[src/rtl/exc_pkg.sv]
// Shared constants for the exception/ERET sequencer.
// Holds the CP0 cause codes, the CP0 status bit positions that gate each event,
// the sequencer state encoding and the request record produced by the encoder.
package exc_pkg;

  // CP0 cause codes; ERET carries no cause.
  localparam logic [3:0] CAUSE_NONE  = 4'b0000;
  localparam logic [3:0] CAUSE_SYS   = 4'b1000;
  localparam logic [3:0] CAUSE_BREAK = 4'b1001;
  localparam logic [3:0] CAUSE_TEQ   = 4'b1101;

  // Status word bit positions.
  localparam int unsigned STATUS_EN_BIT  = 0;  // global exception enable
  localparam int unsigned STATUS_SYS_BIT = 1;
  localparam int unsigned STATUS_BRK_BIT = 2;
  localparam int unsigned STATUS_TEQ_BIT = 3;

  // Sequencer state encoding.
  localparam logic [1:0] ST_IDLE     = 2'd0;
  localparam logic [1:0] ST_DRAIN    = 2'd1;
  localparam logic [1:0] ST_COMMIT   = 2'd2;
  localparam logic [1:0] ST_REDIRECT = 2'd3;

  // Decoded request from the ID stage.
  typedef struct packed {
    logic       accept;    // event is taken
    logic       kind_exc;  // 1: exception, 0: eret
    logic [3:0] cause;     // cause code to hand to CP0
  } exc_req_t;

endpackage

[src/rtl/exc_seq_ctrl_if.sv]
// Bundle of the sequencer's ID-stage, CP0 and pipeline-control signals.
//   slave  : the sequencer (consumes ID/status/pipe state, drives CP0 + control)
//   master : the surrounding pipeline (drives ID/status/pipe state)
// Signals:
//   id_valid, id_pc, id_syscall, id_break, id_teq, teq_eq, id_eret : ID stage decode
//   status_in  : CP0 status word
//   pipe_empty : EX/MEM/WB hold no valid instruction
//   cp0_exception, cp0_eret, cp0_pc, cp0_cause : one-cycle CP0 command + payload
//   stall, flush, pc_redirect : front-end control
//   busy, drain_timeout, exc_count : status
interface exc_seq_ctrl_if #(
  parameter int unsigned CNT_W = 16
);

  logic             id_valid;
  logic [31:0]      id_pc;
  logic             id_syscall;
  logic             id_break;
  logic             id_teq;
  logic             teq_eq;
  logic             id_eret;
  logic [31:0]      status_in;
  logic             pipe_empty;

  logic             cp0_exception;
  logic             cp0_eret;
  logic [31:0]      cp0_pc;
  logic [3:0]       cp0_cause;
  logic             stall;
  logic             flush;
  logic             pc_redirect;
  logic             busy;
  logic             drain_timeout;
  logic [CNT_W-1:0] exc_count;

  modport slave (
    input  id_valid, id_pc, id_syscall, id_break, id_teq, teq_eq, id_eret,
    input  status_in, pipe_empty,
    output cp0_exception, cp0_eret, cp0_pc, cp0_cause,
    output stall, flush, pc_redirect, busy, drain_timeout, exc_count
  );

  modport master (
    output id_valid, id_pc, id_syscall, id_break, id_teq, teq_eq, id_eret,
    output status_in, pipe_empty,
    input  cp0_exception, cp0_eret, cp0_pc, cp0_cause,
    input  stall, flush, pc_redirect, busy, drain_timeout, exc_count
  );

endinterface

[src/rtl/exc_prio_enc.sv]
// Combinational priority/enable encoder for ID-stage exception events.
// Gates SYSCALL/BREAK/TEQ by the status enables and picks the winner in the
// order SYSCALL > BREAK > TEQ > ERET. ERET is never masked by status.
// Ports:
//   id_valid, id_syscall, id_break, id_teq, teq_eq, id_eret : ID decode
//   status_bits : status_in[3:0]
//   req         : accept / kind_exc / cause
module exc_prio_enc
  import exc_pkg::*;
(
  input  logic       id_valid,
  input  logic       id_syscall,
  input  logic       id_break,
  input  logic       id_teq,
  input  logic       teq_eq,
  input  logic       id_eret,
  input  logic [3:0] status_bits,
  output exc_req_t   req
);

  logic en;
  logic sys_ok;
  logic brk_ok;
  logic teq_ok;

  assign en     = status_bits[STATUS_EN_BIT];
  assign sys_ok = en & id_syscall & status_bits[STATUS_SYS_BIT];
  assign brk_ok = en & id_break & status_bits[STATUS_BRK_BIT];
  assign teq_ok = en & id_teq & teq_eq & status_bits[STATUS_TEQ_BIT];

  // A masked higher-priority flag does not block a lower enabled one.
  always_comb begin
    req.accept   = 1'b0;
    req.kind_exc = 1'b0;
    req.cause    = CAUSE_NONE;
    if (id_valid) begin
      if (sys_ok) begin
        req.accept   = 1'b1;
        req.kind_exc = 1'b1;
        req.cause    = CAUSE_SYS;
      end else if (brk_ok) begin
        req.accept   = 1'b1;
        req.kind_exc = 1'b1;
        req.cause    = CAUSE_BREAK;
      end else if (teq_ok) begin
        req.accept   = 1'b1;
        req.kind_exc = 1'b1;
        req.cause    = CAUSE_TEQ;
      end else if (id_eret) begin
        req.accept   = 1'b1;
        req.kind_exc = 1'b0;
        req.cause    = CAUSE_NONE;
      end
    end
  end

endmodule

[src/rtl/exc_seq_ctrl.sv]
// Exception/ERET sequencer between ID and the CP0 register file.
// An accepted event stalls the front end, drains EX/MEM/WB (bounded by
// DRAIN_MAX cycles), issues a one-cycle exception/eret command to CP0 and then
// redirects the PC to CP0's exc_addr. Keeps a saturating exception count and a
// sticky drain-timeout flag.
// Ports:
//   clk : posedge clock
//   rst : asynchronous active-high reset
//   bus : exc_seq_ctrl_if.slave (ID decode, status, pipe_empty in;
//         CP0 command, stall/flush/pc_redirect, busy/drain_timeout/exc_count out)
module exc_seq_ctrl
  import exc_pkg::*;
#(
  parameter int unsigned DRAIN_MAX = 15,
  parameter int unsigned CNT_W     = 16
) (
  input  logic          clk,
  input  logic          rst,
  exc_seq_ctrl_if.slave bus
);

  localparam int unsigned DCNT_W = (DRAIN_MAX > 1) ? $clog2(DRAIN_MAX) : 1;
  localparam logic [DCNT_W-1:0] DRAIN_LAST = DCNT_W'(DRAIN_MAX - 1);

  exc_req_t req;

  logic [1:0]        state_q, state_d;
  logic [DCNT_W-1:0] drain_cnt_q, drain_cnt_d;
  logic [31:0]       cp0_pc_q, cp0_pc_d;
  logic [3:0]        cp0_cause_q, cp0_cause_d;
  logic              kind_exc_q, kind_exc_d;
  logic [CNT_W-1:0]  exc_count_q, exc_count_d;
  logic              drain_timeout_q, drain_timeout_d;
  logic              accept_idle;
  logic              unused_status;

  assign unused_status = ^bus.status_in[31:4];

  exc_prio_enc u_prio_enc (
    .id_valid    (bus.id_valid),
    .id_syscall  (bus.id_syscall),
    .id_break    (bus.id_break),
    .id_teq      (bus.id_teq),
    .teq_eq      (bus.teq_eq),
    .id_eret     (bus.id_eret),
    .status_bits (bus.status_in[3:0]),
    .req         (req)
  );

  // Requests are only looked at in IDLE; while busy the instruction is held in
  // ID by stall and re-evaluated once the sequence completes. Reset also masks
  // the combinational stall path.
  assign accept_idle = (state_q == ST_IDLE) & req.accept & ~rst;

  always_comb begin
    state_d         = state_q;
    drain_cnt_d     = drain_cnt_q;
    cp0_pc_d        = cp0_pc_q;
    cp0_cause_d     = cp0_cause_q;
    kind_exc_d      = kind_exc_q;
    exc_count_d     = exc_count_q;
    drain_timeout_d = drain_timeout_q;
    unique case (state_q)
      ST_IDLE: begin
        if (req.accept) begin
          state_d     = ST_DRAIN;
          drain_cnt_d = '0;
          cp0_pc_d    = bus.id_pc;
          cp0_cause_d = req.cause;
          kind_exc_d  = req.kind_exc;
        end
      end
      ST_DRAIN: begin
        if (bus.pipe_empty) begin
          state_d = ST_COMMIT;
        end else if (drain_cnt_q == DRAIN_LAST) begin
          // Give up waiting; CP0 is committed with the pipe still busy.
          drain_timeout_d = 1'b1;
          state_d         = ST_COMMIT;
        end else begin
          drain_cnt_d = drain_cnt_q + DCNT_W'(1);
        end
      end
      ST_COMMIT: begin
        state_d = ST_REDIRECT;
        if (kind_exc_q && (exc_count_q != '1)) begin
          exc_count_d = exc_count_q + CNT_W'(1);
        end
      end
      ST_REDIRECT: begin
        state_d = ST_IDLE;
      end
      default: begin
        state_d = ST_IDLE;
      end
    endcase
  end

  always_ff @(posedge clk or posedge rst) begin
    if (rst) begin
      state_q         <= ST_IDLE;
      drain_cnt_q     <= '0;
      cp0_pc_q        <= '0;
      cp0_cause_q     <= CAUSE_NONE;
      kind_exc_q      <= 1'b0;
      exc_count_q     <= '0;
      drain_timeout_q <= 1'b0;
    end else begin
      state_q         <= state_d;
      drain_cnt_q     <= drain_cnt_d;
      cp0_pc_q        <= cp0_pc_d;
      cp0_cause_q     <= cp0_cause_d;
      kind_exc_q      <= kind_exc_d;
      exc_count_q     <= exc_count_d;
      drain_timeout_q <= drain_timeout_d;
    end
  end

  assign bus.busy          = (state_q != ST_IDLE);
  assign bus.stall         = accept_idle | bus.busy;
  assign bus.flush         = (state_q == ST_DRAIN) | (state_q == ST_REDIRECT);
  assign bus.pc_redirect   = (state_q == ST_REDIRECT);
  // kind_exc selects exactly one of the two commands, so they never overlap.
  assign bus.cp0_exception = (state_q == ST_COMMIT) & kind_exc_q;
  assign bus.cp0_eret      = (state_q == ST_COMMIT) & ~kind_exc_q;
  assign bus.cp0_pc        = cp0_pc_q;
  assign bus.cp0_cause     = cp0_cause_q;
  assign bus.exc_count     = exc_count_q;
  assign bus.drain_timeout = drain_timeout_q;

endmodule
[src/flat_wrapper.sv]
// flat-port wrapper written by rule: the top's interface ports become plain ports
module exc_seq_ctrl_flat import exc_pkg::*;
#(
  parameter int unsigned DRAIN_MAX = 15,
  parameter int unsigned CNT_W     = 16
)
  (clk, rst, bus_id_valid, bus_id_pc, bus_id_syscall, bus_id_break, bus_id_teq, bus_teq_eq, bus_id_eret, bus_status_in, bus_pipe_empty, bus_cp0_exception, bus_cp0_eret, bus_cp0_pc, bus_cp0_cause, bus_stall, bus_flush, bus_pc_redirect, bus_busy, bus_drain_timeout, bus_exc_count);
  exc_seq_ctrl_if #(.CNT_W(CNT_W)) bus_i ();
  input  logic clk;
  input  logic rst;
  input wire logic [$bits(bus_i.id_valid)-1:0] bus_id_valid;
  input wire logic [$bits(bus_i.id_pc)-1:0] bus_id_pc;
  input wire logic [$bits(bus_i.id_syscall)-1:0] bus_id_syscall;
  input wire logic [$bits(bus_i.id_break)-1:0] bus_id_break;
  input wire logic [$bits(bus_i.id_teq)-1:0] bus_id_teq;
  input wire logic [$bits(bus_i.teq_eq)-1:0] bus_teq_eq;
  input wire logic [$bits(bus_i.id_eret)-1:0] bus_id_eret;
  input wire logic [$bits(bus_i.status_in)-1:0] bus_status_in;
  input wire logic [$bits(bus_i.pipe_empty)-1:0] bus_pipe_empty;
  output wire logic [$bits(bus_i.cp0_exception)-1:0] bus_cp0_exception;
  output wire logic [$bits(bus_i.cp0_eret)-1:0] bus_cp0_eret;
  output wire logic [$bits(bus_i.cp0_pc)-1:0] bus_cp0_pc;
  output wire logic [$bits(bus_i.cp0_cause)-1:0] bus_cp0_cause;
  output wire logic [$bits(bus_i.stall)-1:0] bus_stall;
  output wire logic [$bits(bus_i.flush)-1:0] bus_flush;
  output wire logic [$bits(bus_i.pc_redirect)-1:0] bus_pc_redirect;
  output wire logic [$bits(bus_i.busy)-1:0] bus_busy;
  output wire logic [$bits(bus_i.drain_timeout)-1:0] bus_drain_timeout;
  output wire logic [$bits(bus_i.exc_count)-1:0] bus_exc_count;
  assign bus_i.id_valid = bus_id_valid;
  assign bus_i.id_pc = bus_id_pc;
  assign bus_i.id_syscall = bus_id_syscall;
  assign bus_i.id_break = bus_id_break;
  assign bus_i.id_teq = bus_id_teq;
  assign bus_i.teq_eq = bus_teq_eq;
  assign bus_i.id_eret = bus_id_eret;
  assign bus_i.status_in = bus_status_in;
  assign bus_i.pipe_empty = bus_pipe_empty;
  assign bus_cp0_exception = bus_i.cp0_exception;
  assign bus_cp0_eret = bus_i.cp0_eret;
  assign bus_cp0_pc = bus_i.cp0_pc;
  assign bus_cp0_cause = bus_i.cp0_cause;
  assign bus_stall = bus_i.stall;
  assign bus_flush = bus_i.flush;
  assign bus_pc_redirect = bus_i.pc_redirect;
  assign bus_busy = bus_i.busy;
  assign bus_drain_timeout = bus_i.drain_timeout;
  assign bus_exc_count = bus_i.exc_count;
  exc_seq_ctrl #(.DRAIN_MAX(DRAIN_MAX), .CNT_W(CNT_W)) u_core (.clk(clk), .rst(rst), .bus(bus_i));
endmodule
[config.mk]
export PLATFORM = sky130hd
export DESIGN_NAME = exc_seq_ctrl_flat
export DESIGN_NICKNAME = d
export VERILOG_FILES = /design/src/rtl/exc_pkg.sv /design/src/rtl/exc_seq_ctrl_if.sv /design/src/rtl/exc_prio_enc.sv /design/src/rtl/exc_seq_ctrl.sv /design/src/flat_wrapper.sv
export SDC_FILE = /design/constraint.sdc
export NUM_CORES = 1
export LEC_CHECK = 0
export ABC_AREA = 0
export BUFFER_PORTS_ARGS = -buffer_cell sky130_fd_sc_hd__buf_4
export CAP_MARGIN = 40
export CORE_AREA = 2 2 70 123
export DETAILED_ROUTE_END_ITERATION = 8
export DIE_AREA = 0 0 72 125
export GPL_ROUTABILITY_DRIVEN = 0
export MAX_ROUTING_LAYER = met4
export PLACE_DENSITY = 0.62
export SLEW_MARGIN = 20
export SYNTH_ARGS = -nofsm -noshare
export SYNTH_HDL_FRONTEND = slang
export SYNTH_HIERARCHICAL = 1
export SYNTH_SLANG_ARGS = --single-unit
[constraint.sdc]
create_clock -name clk -period 5.9 [get_ports clk]
set_input_delay 1.18 -clock clk [delete_from_list [all_inputs] [get_ports clk]]
set_output_delay 1.18 -clock clk [all_outputs]
set_load 0.005 [all_outputs]
==> results.yml <==
outcome:
  outcome: "finished, final reports clean"
floorplanning:
  die_w_microns: 72
  rows: 44
  core-area_sq_um: 8093
  initial_utilization_pct: 33.89
  die_area_sq_um: 9000
  die_h_microns: 125
  io-pin-count: 132
global_route:
  grt_pass1_vias: 2028
  grtUsageTotal_pct: 14.97
  grt_overflow: 0
  grt_pass1_wl_microns: 9894
  grt_max_degree: 34
  antenna_found_initial: 0
worst_setup_path:
  r2r_slack_ns: 3.79
  cp-start-kind: "input port"
  worstPathArrival_ns: 2.15
  end_kind: "primary output"
  path_max_fanout: 5
  cp.required_ns: 4.72
  r2r-start: "u_core/state_q[0]$_DFFE_PP0P_"
  rr_endpoint: "u_core/bus.cp0_pc[7]$_DFFE_PP0P_"
  setup.worst_path.class: "in -> out"
  rr_worst_depth: 5
min_path:
  min_to: "u_core/bus.drain_timeout$_DFFE_PP0P_"
  hold_path_class: "reg -> reg"
  hp-start: "u_core/bus.drain_timeout$_DFFE_PP0P_"
  holdPathStages: 1
timing:
  tightest_slew_ns: 0.6173
  finalSetupTns_ns: 0
  slew_headroom_pct: 58.79
  fmax_mhz: 299.9
  finalHoldViolCount: 0
  finalHoldWorstSlack_ns: 0.4637
  timing.final.crit_share_pct: 56.51
  setup_viol: 0
  period_needed_ns: 3.334
  rsz0062_at_grt: "false"
  skew_ns: 0.004456
  maxSlewViolCount: 0
clock_tree:
  clockRootBuffer: "clkbuf_16"
  cts_htree_levels: 3
  post_cts_resized: 0
  cts_hold_buf: 0
  cts_tree: "done"
  insertion_delay_ns: 0.32
  cts_sinks: 60
  clk_pin_slew_ns: 0.05
  max-clock-path-buffers: 2
  post_cts_buffers: 0
  cts-buffers-inserted: 9
yosys:
  synth_fp_nets: 299
  ys_seq_area_share_pct: 54.74
  syn_area_per_cell_sq_um: 12.52
  yosysWarnings: 6
  synthesis.area_sq_um: 2743
  synth-seq-cells: 60
  post_synth_num_cell_types: 43
  syn_inst: 219
power_and_ir_drop:
  power.switching_uw: 489.3
  cellLeakagePower_uw: 0.001954
  irDropWorstVdd_mv: 0.2075
  swShare_pct: 28.01
  pwr-share-comb_pct: 34.0
  p_per_area_nw_per_um2: 448.6
  seq_power_share_pct: 37.1
  intPower_uw: 1258
  power_uw: 1747
  clock_power_share_pct: 29.0
drt:
  wl_per_cell_microns: 14.92
  drc: 0
  vias_per_cell: 4.899
  drt_iter0_drc: 90
  antenna_left: 0
  num_vias: 2077
  wl_microns: 6326
  firstDrtPassIters: 4
finish:
  fillers: 762
  drive_above_1_share_pct: 50.00
  syn_to_final_growth_pct: 41.97
  fin_nets: 408
  finalNonFillerCells: 424
  postLayoutCoreUtil_pct: 48.11
  n_antenna_cell: 0
flow_run:
  maxCapViolCount: 0
placement:
  place_hpwl_microns: 4697
  place_inst: 409
  portBuffers: 103
layer usage:
metal | wire [microns] | vias up | GRT usage, %
li1 | - | 992 | -
met1 | 2310 | 1020 | 15.43
met2 | 3556 | 52 | 25.11
met3 | 258 | 13 | 4.190
met4 | 199 | 0 | 8.213
met5 | 0 | - | -
cells by family after synthesis:
logic type	Yosys count	synth area share [%]
simple gates	62	13.28
flops	60	54.74
mux	40	16.38
compound gates	18	4.882
buf+inv	16	2.600
xor+xnor	15	4.790
fa+ha+maj	7	3.193
other cells	1	0.1367
synthesized netlist by cell type, drive strengths merged:
cell type  number  area share (%)
dfrtp          60              55
mux2           39              16
xor2           12             3.8
nand2          10             1.4
nand3          10             2.0
inv             9             1.2
nor2            9             1.3
nand4           8             1.8
ha              7             3.2
nor3            7             1.3
o21ai           6             1.1
buf             5             1.1
nor2b           5             1.1
nor4            4             1.7
a31oi           3             1.1
xnor2           3            0.96
a22o            2            0.64
clkbuf          2            0.27
a211oi          1            0.27
a21o            1            0.27
a21oi           1            0.18
a221oi          1            0.32
a41o            1            0.36
and2            1            0.23
and3            1            0.23
and4            1            0.36
and4bb          1            0.46
conb            1            0.14
mux2i           1            0.36
nand2b          1            0.23
nor3b           1            0.27
o2111ai         1            0.32
o211ai          1            0.27
or2             1            0.23
or3             1            0.23
or4             1            0.41
through the flow:
stage / worst slack (ns) / cell area (sq um)
3_5_place_dp: 2.550 / 3608
3_3_place_gp: 2.570 / 3608
4_1_cts: 2.550 / 3894
5_1_grt: 2.440 / 3894
6_report: 2.566 / 3894
2_1_floorplan: 2.871 / 2743
power by group through the flow:
| stage | Combinational [uW] | Sequential (uW) | Clock (uW) |
|---|---|---|---|
| floorplan | 281 | 654 | 0 |
| global placement | 593 | 646 | 0 |
| detailed placement | 604 | 656 | 0 |
| CTS | 606 | 649 | 522 |
| global route | 646 | 666 | 542 |
| finish | 593 | 648 | 506 |
area by class of cell:
cell class	count	area, sq um	area share (%)
multi-input combinational	143	1170	30.04
sequential	60	1501	38.56
inverter	9	33.78	0.8676
clock buffer	13	250.2	6.427
clock inverter	2	35.03	0.8997
timing repair buffer	105	788.3	20.24
tap	92	115.1	2.956
worst max-delay path: stages:
cell and delay (ns):
buf_4 0.08, nand2_1 0.08, a31oi_2 0.26, a21o_1 0.20, inv_1 0.07, o21ai_0 0.16
buf_4 0.13
state kept, by name, summed over array words and instances, names as in the netlist:
| name | count |
|---|---|
| u_core/kind_exc_q | 1 |
| u_core/bus.exc_count | 16 |
| u_core/bus.drain_timeout | 1 |
| u_core/bus.cp0_cause | 4 |
| u_core/state_q | 2 |
| u_core/drain_cnt_q | 4 |
| u_core/bus.cp0_pc | 32 |
worst max-delay path by stage:
stage | end | startpoint
global placement | bus_stall | bus_teq_eq
global route | bus_stall | bus_teq_eq
finish | bus_stall | bus_status_in[2]
floorplan | bus_stall | bus_status_in[2]
CTS | bus_stall | bus_status_in[2]
detailed placement | bus_stall | bus_status_in[2]
cells in the final DEF (no fill, tap or decap), drive strengths merged, types with 8 or more instances in the layout:
cell and count:
dfrtp 60, inv 9, nor2 9, nand4 8, buf 105, mux2 39, nand3 10, xor2 12
nand2 10, clkbuf 13
(Power assumes the default switching activity.)
